**config.mk**
```make
export PLATFORM = sky130hd
export DESIGN_NAME = colour_arb_ctrl_flat
export DESIGN_NICKNAME = d
export VERILOG_FILES = /design/src/rtl/colour_arb_ctrl_if.sv /design/src/rtl/colour_arb_ctrl.sv /design/src/flat_wrapper.sv
export SDC_FILE = /design/constraint.sdc
export NUM_CORES = 1
export LEC_CHECK = 0
export CORE_ASPECT_RATIO = 0.9
export CORE_MARGIN = 5
export CORE_UTILIZATION = 51
export DETAILED_ROUTE_END_ITERATION = 8
export GPL_TIMING_DRIVEN = 0
export HOLD_SLACK_MARGIN = 0.06
export PLACE_DENSITY = 0.83
export SLEW_MARGIN = 20
export SYNTH_ARGS = -nofsm -noshare
export SYNTH_HDL_FRONTEND = slang
export SYNTH_SLANG_ARGS = --single-unit
export TNS_END_PERCENT = 20
```
**constraint.sdc**
```tcl
create_clock -name clk -period 4.78 [get_ports clk]
set_clock_uncertainty 0.2 [all_clocks]
set_input_delay 0.956 -clock clk [delete_from_list [all_inputs] [get_ports clk]]
set_output_delay 0.956 -clock clk [all_outputs]
set_load 0.03 [all_outputs]
```
**src/rtl/colour_arb_ctrl_if.sv**
```systemverilog
// Requester, detector and status bundle for colour_arb_ctrl.
interface colour_arb_ctrl_if #(
    parameter int unsigned LW = 7,
    parameter int unsigned CW = 8
);
    logic          req0_valid;
    logic [LW-1:0] req0_letter;
    logic          req0_last;
    logic          req0_ready;
    logic          req1_valid;
    logic [LW-1:0] req1_letter;
    logic          req1_last;
    logic          req1_ready;

    logic          det_clr;
    logic [LW-1:0] det_letter;
    logic          det_hit;

    logic          done_valid;
    logic          done_id;
    logic [3:0]    done_hits;
    logic [CW-1:0] hit_cnt0;
    logic [CW-1:0] hit_cnt1;
    logic          gap_err0;
    logic          gap_err1;

    // Arbiter side.
    modport slave (
        input  req0_valid, req0_letter, req0_last,
        input  req1_valid, req1_letter, req1_last,
        input  det_hit,
        output req0_ready, req1_ready,
        output det_clr, det_letter,
        output done_valid, done_id, done_hits,
        output hit_cnt0, hit_cnt1, gap_err0, gap_err1
    );

    // Requester / detector / observer side.
    modport master (
        output req0_valid, req0_letter, req0_last,
        output req1_valid, req1_letter, req1_last,
        output det_hit,
        input  req0_ready, req1_ready,
        input  det_clr, det_letter,
        input  done_valid, done_id, done_hits,
        input  hit_cnt0, hit_cnt1, gap_err0, gap_err1
    );
endinterface

```
**src/rtl/colour_arb_ctrl.sv**
```systemverilog
// Two-requester round-robin arbiter feeding a shared colour detector,
// counting detector hits per packet and per requester.
module colour_arb_ctrl #(
    parameter int unsigned LW = 7,
    parameter int unsigned CW = 8
) (
    input  logic              clk,
    input  logic              rst,
    colour_arb_ctrl_if.slave  bus
);

    typedef enum logic [2:0] {
        IDLE,
        CLEAR,
        STREAM,
        DRAIN1,
        DRAIN2,
        DONE
    } state_t;

    localparam logic [CW-1:0] CNT_MAX = '1;

    state_t        state_q, state_d;
    logic          owner_q, owner_d;
    logic          rr_last_q, rr_last_d;
    logic [3:0]    pkt_q, pkt_d;
    logic          det_clr_q, det_clr_d;
    logic [LW-1:0] det_letter_q, det_letter_d;
    logic [1:0]    ready_q, ready_d;
    logic          done_valid_q, done_valid_d;
    logic          done_id_q, done_id_d;
    logic [3:0]    done_hits_q, done_hits_d;
    logic [CW-1:0] hit_cnt0_q, hit_cnt0_d;
    logic [CW-1:0] hit_cnt1_q, hit_cnt1_d;
    logic [1:0]    gap_err_q, gap_err_d;

    logic          own_valid;
    logic          own_last;
    logic [LW-1:0] own_letter;
    logic          accept;
    logic          hit_en;
    logic          grant;
    logic [3:0]    pkt_inc;

    // Owner-side mux, handshake, hit qualification and tie-break winner.
    always_comb begin
        own_valid  = owner_q ? bus.req1_valid  : bus.req0_valid;
        own_last   = owner_q ? bus.req1_last   : bus.req0_last;
        own_letter = owner_q ? bus.req1_letter : bus.req0_letter;
        accept     = (state_q == STREAM) && own_valid && ready_q[owner_q];
        hit_en     = bus.det_hit &&
                     ((state_q == STREAM) || (state_q == DRAIN1) || (state_q == DRAIN2));
        grant      = (bus.req0_valid && bus.req1_valid) ? ~rr_last_q : bus.req1_valid;
        pkt_inc    = (pkt_q == 4'hF) ? pkt_q : pkt_q + 4'd1;
    end

    // Next-state and registered-output decode.
    always_comb begin
        state_d      = state_q;
        owner_d      = owner_q;
        rr_last_d    = rr_last_q;
        pkt_d        = pkt_q;
        det_clr_d    = 1'b0;
        det_letter_d = '0;
        ready_d      = 2'b00;
        done_valid_d = 1'b0;
        done_id_d    = done_id_q;
        done_hits_d  = done_hits_q;
        hit_cnt0_d   = hit_cnt0_q;
        hit_cnt1_d   = hit_cnt1_q;
        gap_err_d    = gap_err_q;

        if (hit_en) begin
            pkt_d = pkt_inc;
            if (owner_q) begin
                hit_cnt1_d = (hit_cnt1_q == CNT_MAX) ? hit_cnt1_q : hit_cnt1_q + CW'(1);
            end else begin
                hit_cnt0_d = (hit_cnt0_q == CNT_MAX) ? hit_cnt0_q : hit_cnt0_q + CW'(1);
            end
        end

        case (state_q)
            IDLE: begin
                if (bus.req0_valid || bus.req1_valid) begin
                    owner_d   = grant;
                    rr_last_d = grant;
                    det_clr_d = 1'b1;
                    state_d   = CLEAR;
                end
            end
            CLEAR: begin
                ready_d[owner_q] = 1'b1;
                state_d          = STREAM;
            end
            STREAM: begin
                if (accept) begin
                    det_letter_d = own_letter;
                    if (own_last) begin
                        state_d = DRAIN1;
                    end else begin
                        ready_d[owner_q] = 1'b1;
                    end
                end else begin
                    // Bubble: detector sees NUL, packet keeps going.
                    gap_err_d[owner_q] = 1'b1;
                    ready_d[owner_q]   = 1'b1;
                end
            end
            DRAIN1: begin
                state_d = DRAIN2;
            end
            DRAIN2: begin
                // Last detector hit of the packet can still land this cycle.
                state_d      = DONE;
                done_valid_d = 1'b1;
                done_id_d    = owner_q;
                done_hits_d  = pkt_d;
            end
            DONE: begin
                pkt_d   = '0;
                state_d = IDLE;
            end
            default: begin
                state_d = IDLE;
            end
        endcase
    end

    // State and output registers with synchronous reset.
    always_ff @(posedge clk) begin
        if (rst) begin
            state_q      <= IDLE;
            owner_q      <= 1'b0;
            rr_last_q    <= 1'b1;
            pkt_q        <= '0;
            det_clr_q    <= 1'b0;
            det_letter_q <= '0;
            ready_q      <= 2'b00;
            done_valid_q <= 1'b0;
            done_id_q    <= 1'b0;
            done_hits_q  <= '0;
            hit_cnt0_q   <= '0;
            hit_cnt1_q   <= '0;
            gap_err_q    <= 2'b00;
        end else begin
            state_q      <= state_d;
            owner_q      <= owner_d;
            rr_last_q    <= rr_last_d;
            pkt_q        <= pkt_d;
            det_clr_q    <= det_clr_d;
            det_letter_q <= det_letter_d;
            ready_q      <= ready_d;
            done_valid_q <= done_valid_d;
            done_id_q    <= done_id_d;
            done_hits_q  <= done_hits_d;
            hit_cnt0_q   <= hit_cnt0_d;
            hit_cnt1_q   <= hit_cnt1_d;
            gap_err_q    <= gap_err_d;
        end
    end

    assign bus.req0_ready = ready_q[0];
    assign bus.req1_ready = ready_q[1];
    assign bus.det_clr    = det_clr_q;
    assign bus.det_letter = det_letter_q;
    assign bus.done_valid = done_valid_q;
    assign bus.done_id    = done_id_q;
    assign bus.done_hits  = done_hits_q;
    assign bus.hit_cnt0   = hit_cnt0_q;
    assign bus.hit_cnt1   = hit_cnt1_q;
    assign bus.gap_err0   = gap_err_q[0];
    assign bus.gap_err1   = gap_err_q[1];

endmodule

```
**src/flat_wrapper.sv**
```systemverilog
// flat-port wrapper written by rule: the top's interface ports become plain ports
module colour_arb_ctrl_flat 
#(
    parameter int unsigned LW = 7,
    parameter int unsigned CW = 8
)
  (clk, rst, bus_req0_valid, bus_req0_letter, bus_req0_last, bus_req1_valid, bus_req1_letter, bus_req1_last, bus_det_hit, bus_req0_ready, bus_req1_ready, bus_det_clr, bus_det_letter, bus_done_valid, bus_done_id, bus_done_hits, bus_hit_cnt0, bus_hit_cnt1, bus_gap_err0, bus_gap_err1);
  colour_arb_ctrl_if #(.LW(LW), .CW(CW)) bus_i ();
  input  logic clk;
  input  logic rst;
  input wire logic [$bits(bus_i.req0_valid)-1:0] bus_req0_valid;
  input wire logic [$bits(bus_i.req0_letter)-1:0] bus_req0_letter;
  input wire logic [$bits(bus_i.req0_last)-1:0] bus_req0_last;
  input wire logic [$bits(bus_i.req1_valid)-1:0] bus_req1_valid;
  input wire logic [$bits(bus_i.req1_letter)-1:0] bus_req1_letter;
  input wire logic [$bits(bus_i.req1_last)-1:0] bus_req1_last;
  input wire logic [$bits(bus_i.det_hit)-1:0] bus_det_hit;
  output wire logic [$bits(bus_i.req0_ready)-1:0] bus_req0_ready;
  output wire logic [$bits(bus_i.req1_ready)-1:0] bus_req1_ready;
  output wire logic [$bits(bus_i.det_clr)-1:0] bus_det_clr;
  output wire logic [$bits(bus_i.det_letter)-1:0] bus_det_letter;
  output wire logic [$bits(bus_i.done_valid)-1:0] bus_done_valid;
  output wire logic [$bits(bus_i.done_id)-1:0] bus_done_id;
  output wire logic [$bits(bus_i.done_hits)-1:0] bus_done_hits;
  output wire logic [$bits(bus_i.hit_cnt0)-1:0] bus_hit_cnt0;
  output wire logic [$bits(bus_i.hit_cnt1)-1:0] bus_hit_cnt1;
  output wire logic [$bits(bus_i.gap_err0)-1:0] bus_gap_err0;
  output wire logic [$bits(bus_i.gap_err1)-1:0] bus_gap_err1;
  assign bus_i.req0_valid = bus_req0_valid;
  assign bus_i.req0_letter = bus_req0_letter;
  assign bus_i.req0_last = bus_req0_last;
  assign bus_i.req1_valid = bus_req1_valid;
  assign bus_i.req1_letter = bus_req1_letter;
  assign bus_i.req1_last = bus_req1_last;
  assign bus_i.det_hit = bus_det_hit;
  assign bus_req0_ready = bus_i.req0_ready;
  assign bus_req1_ready = bus_i.req1_ready;
  assign bus_det_clr = bus_i.det_clr;
  assign bus_det_letter = bus_i.det_letter;
  assign bus_done_valid = bus_i.done_valid;
  assign bus_done_id = bus_i.done_id;
  assign bus_done_hits = bus_i.done_hits;
  assign bus_hit_cnt0 = bus_i.hit_cnt0;
  assign bus_hit_cnt1 = bus_i.hit_cnt1;
  assign bus_gap_err0 = bus_i.gap_err0;
  assign bus_gap_err1 = bus_i.gap_err1;
  colour_arb_ctrl #(.LW(LW), .CW(CW)) u_core (.clk(clk), .rst(rst), .bus(bus_i));
endmodule
```
==> impl_metrics.tcl <==
set metrics [dict create \
    hold_class "flip-flop to flip-flop" \
    final_util 0.717 \
    htreeDepth 2 \
    synthDistinctLibCells 48 \
    fillers 316 \
    cts_tree "yes" \
    cts.sinks 43 \
    grt_max_degree 14 \
    area_growth_pct 33.6 \
    cp_data_required_time_ns 4.78 \
    p_leak_nw 0.995 \
    internal_power_w 0.000522 \
    crit_chain "clkdlybuf4s50_1, clkbuf_1, o211a_1, a21oi_1, a311oi_1" \
    synth_commonest_cells "43 x dfxtp_1, 35 x nor2_1, 15 x nand2_1" \
    critical-path-max-stage-delay_ns 0.65 \
    r2r-start "u_core.state_q[1]" \
    crit_arrival_ns 2.64 \
    clockPowerShare 0.319 \
    synth_largest_area_cell "dfxtp_1" \
    crit_fanout 10 \
    place.port_buffers 54 \
    clkSlewWorstSetupHoldPaths_ns 0.08 \
    placedCellCount 327 \
    final_cells 335 \
    syn_avg_cell_area_sq_um 8.95 \
    critPathKind "input port to flip-flop" \
    synth-simple-area-share 0.246 \
    grt.busiest_layer "met2" \
    dp_hpwl_mm 3.59 \
    gp_congestion 0.851 \
    die_w_um 76.5 \
    rsz0062_at_grt "false" \
    fin_crit_sh 0.553 \
    period_minus_slack_ns 2.64 \
    fmax_mhz 378 \
    grt_remaining_overflow 0 \
    met1_usage 0.235 \
    coreArea_sq_mm 0.00378 \
    nets 312 \
    yosys_warnings 0 \
    yosysMostFrequentCell "dfxtp_1" \
    p_seq_frac 0.527 \
    yosys-top-cells-area "dfxtp_1 42%, nor2_1 6.5%, mux2i_1 6.4%" \
    tns_ns 0 \
    synth-seq-cells 43 \
    synth_xor_area_frac 0.00863 \
    critPathCaptureType "flip-flop" \
    die_y_um 69.9 \
    synth_compound_area_frac 0.158 \
    syn_inst 227 \
    rows 21 \
    p_sw_frac 0.270 \
    seqCellArea_sq_um 861 \
    power.switching_w 0.000194 \
    grt_use_total 0.183 \
    power_density_mw_per_mm2 264 \
    slowest_stage "clkdlybuf4s50_1" \
    synth-edff-count 0 \
    vdd_drop_max_mv 0.212 \
    timing.final.setup_violations 0 \
    avgViaCountPerCell 5.62 \
    grt_util_met3 0.0463 \
    clock_latency_ns 0.30 \
    finalPower_w 0.000715 \
    grt_pass1_wl_mm 8.10 \
    clockBufferDepth 2 \
    post_cts_resized 0 \
    outcome "finished clean" \
    startpoint "bus_det_hit" \
    synth_top_family_by_area "simple AND/OR/NAND/NOR gates" \
    reg2reg_to "u_core.bus.hit_cnt0[0]" \
    holdPathStages 2 \
    ys_seq_area_frac 0.424 \
    dr_total_vias 1882 \
    grt_use_met2 0.283 \
    multi_input_area_sq_mm 0.00109 \
    synth_fa_ha_area_frac 0.0185 \
    r2r_slack_ns 2.72 \
    cp-start-kind "input port" \
    synth_area_sq_mm 0.00203 \
    cts_setup_buffers 0 \
    drt_pass1_iterations 4 \
    wirelength_mm 4.85 \
    drive_above_1_share 0.0900 \
    root_buffer "clkbuf_8" \
    syn_nets 251 \
    hold_buffers 0 \
    antenna_found_initial 0 \
    finalHoldViolCount 0 \
    grt_pass1_vias 1743 \
    ant_nets 0 \
    hold_end "u_core.bus.done_id" \
    maxSlewViolCount 0 \
    worst_slew_pin_slew_ns 0.597 \
    remaining_drc_errors 0 \
    maxCapViolCount 0 \
    start_util 0.537 \
    diodes 0 \
    synth_ff_type "dfxtp_1" \
    ioPinCount 55 \
    hp-start "u_core.bus.done_id" \
    die_area_sq_mm 0.00535 \
    drtIter0Drc 125 \
    muxShareOfSynthArea 0.105 \
    yosysTopAreaCellShare 0.424 \
    p_comb_frac 0.154 \
    reg2reg_depth 5 \
    wl_per_cell_um 14.5 \
    numCtsBuffers 5 \
    slew_headroom 0.602 \
    synthArstFlopShare 0 \
]
-- final cells by class --
cell class                 instances  share of cell area
buffer                            11              0.0217
clock buffer                       6              0.0267
clock inverter                     2             0.00461
inverter                           6             0.00830
multi-input combinational        167               0.401
sequential                        43               0.317
tap                               46              0.0212
timing repair buffer              54               0.199
-- power groups by stage --
stage          combinational, W  sequential (W)  clock, W
6_report               0.000110        0.000377  0.000228
2_1_floorplan         0.0000575        0.000394         0
4_1_cts                0.000110        0.000377  0.000229
3_3_place_gp           0.000108        0.000385         0
3_5_place_dp           0.000110        0.000385         0
5_1_grt                0.000120        0.000379  0.000247
-- how the worst max path moves through the flow --
stage                              to  depth (start not counted)  slack (ns)
4_1_cts               bus_hit_cnt1[2]                          1        2.16
3_5_place_dp   u_core.bus.hit_cnt1[7]                          5        1.86
5_1_grt        u_core.bus.hit_cnt1[7]                          5        2.07
6_report       u_core.bus.hit_cnt1[7]                          5        2.14
3_3_place_gp   u_core.bus.hit_cnt1[7]                          5        1.92
2_1_floorplan  u_core.bus.hit_cnt1[6]                          3        2.74
-- worst max-delay path, delay by kind of cell --
family	cells	cell delay [ns]
buf+inv	2	1.07
compound gates	3	0.62
-- layer usage --
| metal | up-vias | part of all wire |
|---|---|---|
| met5 | - | 0 |
| li1 | 937 | - |
| met3 | 6 | 0.067 |
| met2 | 52 | 0.46 |
| met1 | 887 | 0.46 |
| met4 | 0 | 0.017 |
-- layout by cell type, fill, tap and decap left out, types with 6 or more instances in the layout --
cell              n
a21oi_1          11
mux2i_1          13
nand2_1          15
clkdlybuf4s50_1  54
mux2_2            6
nor3_1           12
nor2b_1           6
dfxtp_1          43
nand3_1           6
inv_1             6
nor2_1           35
nand2b_1          6
-- cell families after synthesis --
kind of cell / count (synthesis)
flip-flops: 43
buffers and inverters: 17
adder cells (fa/ha/maj): 3
multiplexers: 20
AO/OA/AOI/OAI: 44
XOR/XNOR: 2
AND/OR/NAND/NOR: 98
-- metrics by stage --
| stage | worst slack [ns] | hold slack, ns | area, sq um |
|---|---|---|---|
| 2_1_floorplan | 2.74 | 0.259 | 2030 |
| 3_3_place_gp | 1.92 | 0.245 | 2630 |
| 3_5_place_dp | 1.86 | 0.251 | 2630 |
| 4_1_cts | 2.16 | 0.264 | 2710 |
| 5_1_grt | 2.07 | 0.285 | 2710 |
| 6_report | 2.14 | 0.259 | 2710 |
-- flip-flops by register name (all words and copies together) (netlist names), 2 cells and up --
name and count:
u_core.pkt_q 4, u_core.ready_q 2, u_core.gap_err_q 2, u_core.state_q 3, u_core.bus.done_hits 4, u_core.bus.det_letter 7
u_core.bus.hit_cnt0 8, u_core.bus.hit_cnt1 8
No activity file was read; power rests on OpenSTA's default activity.
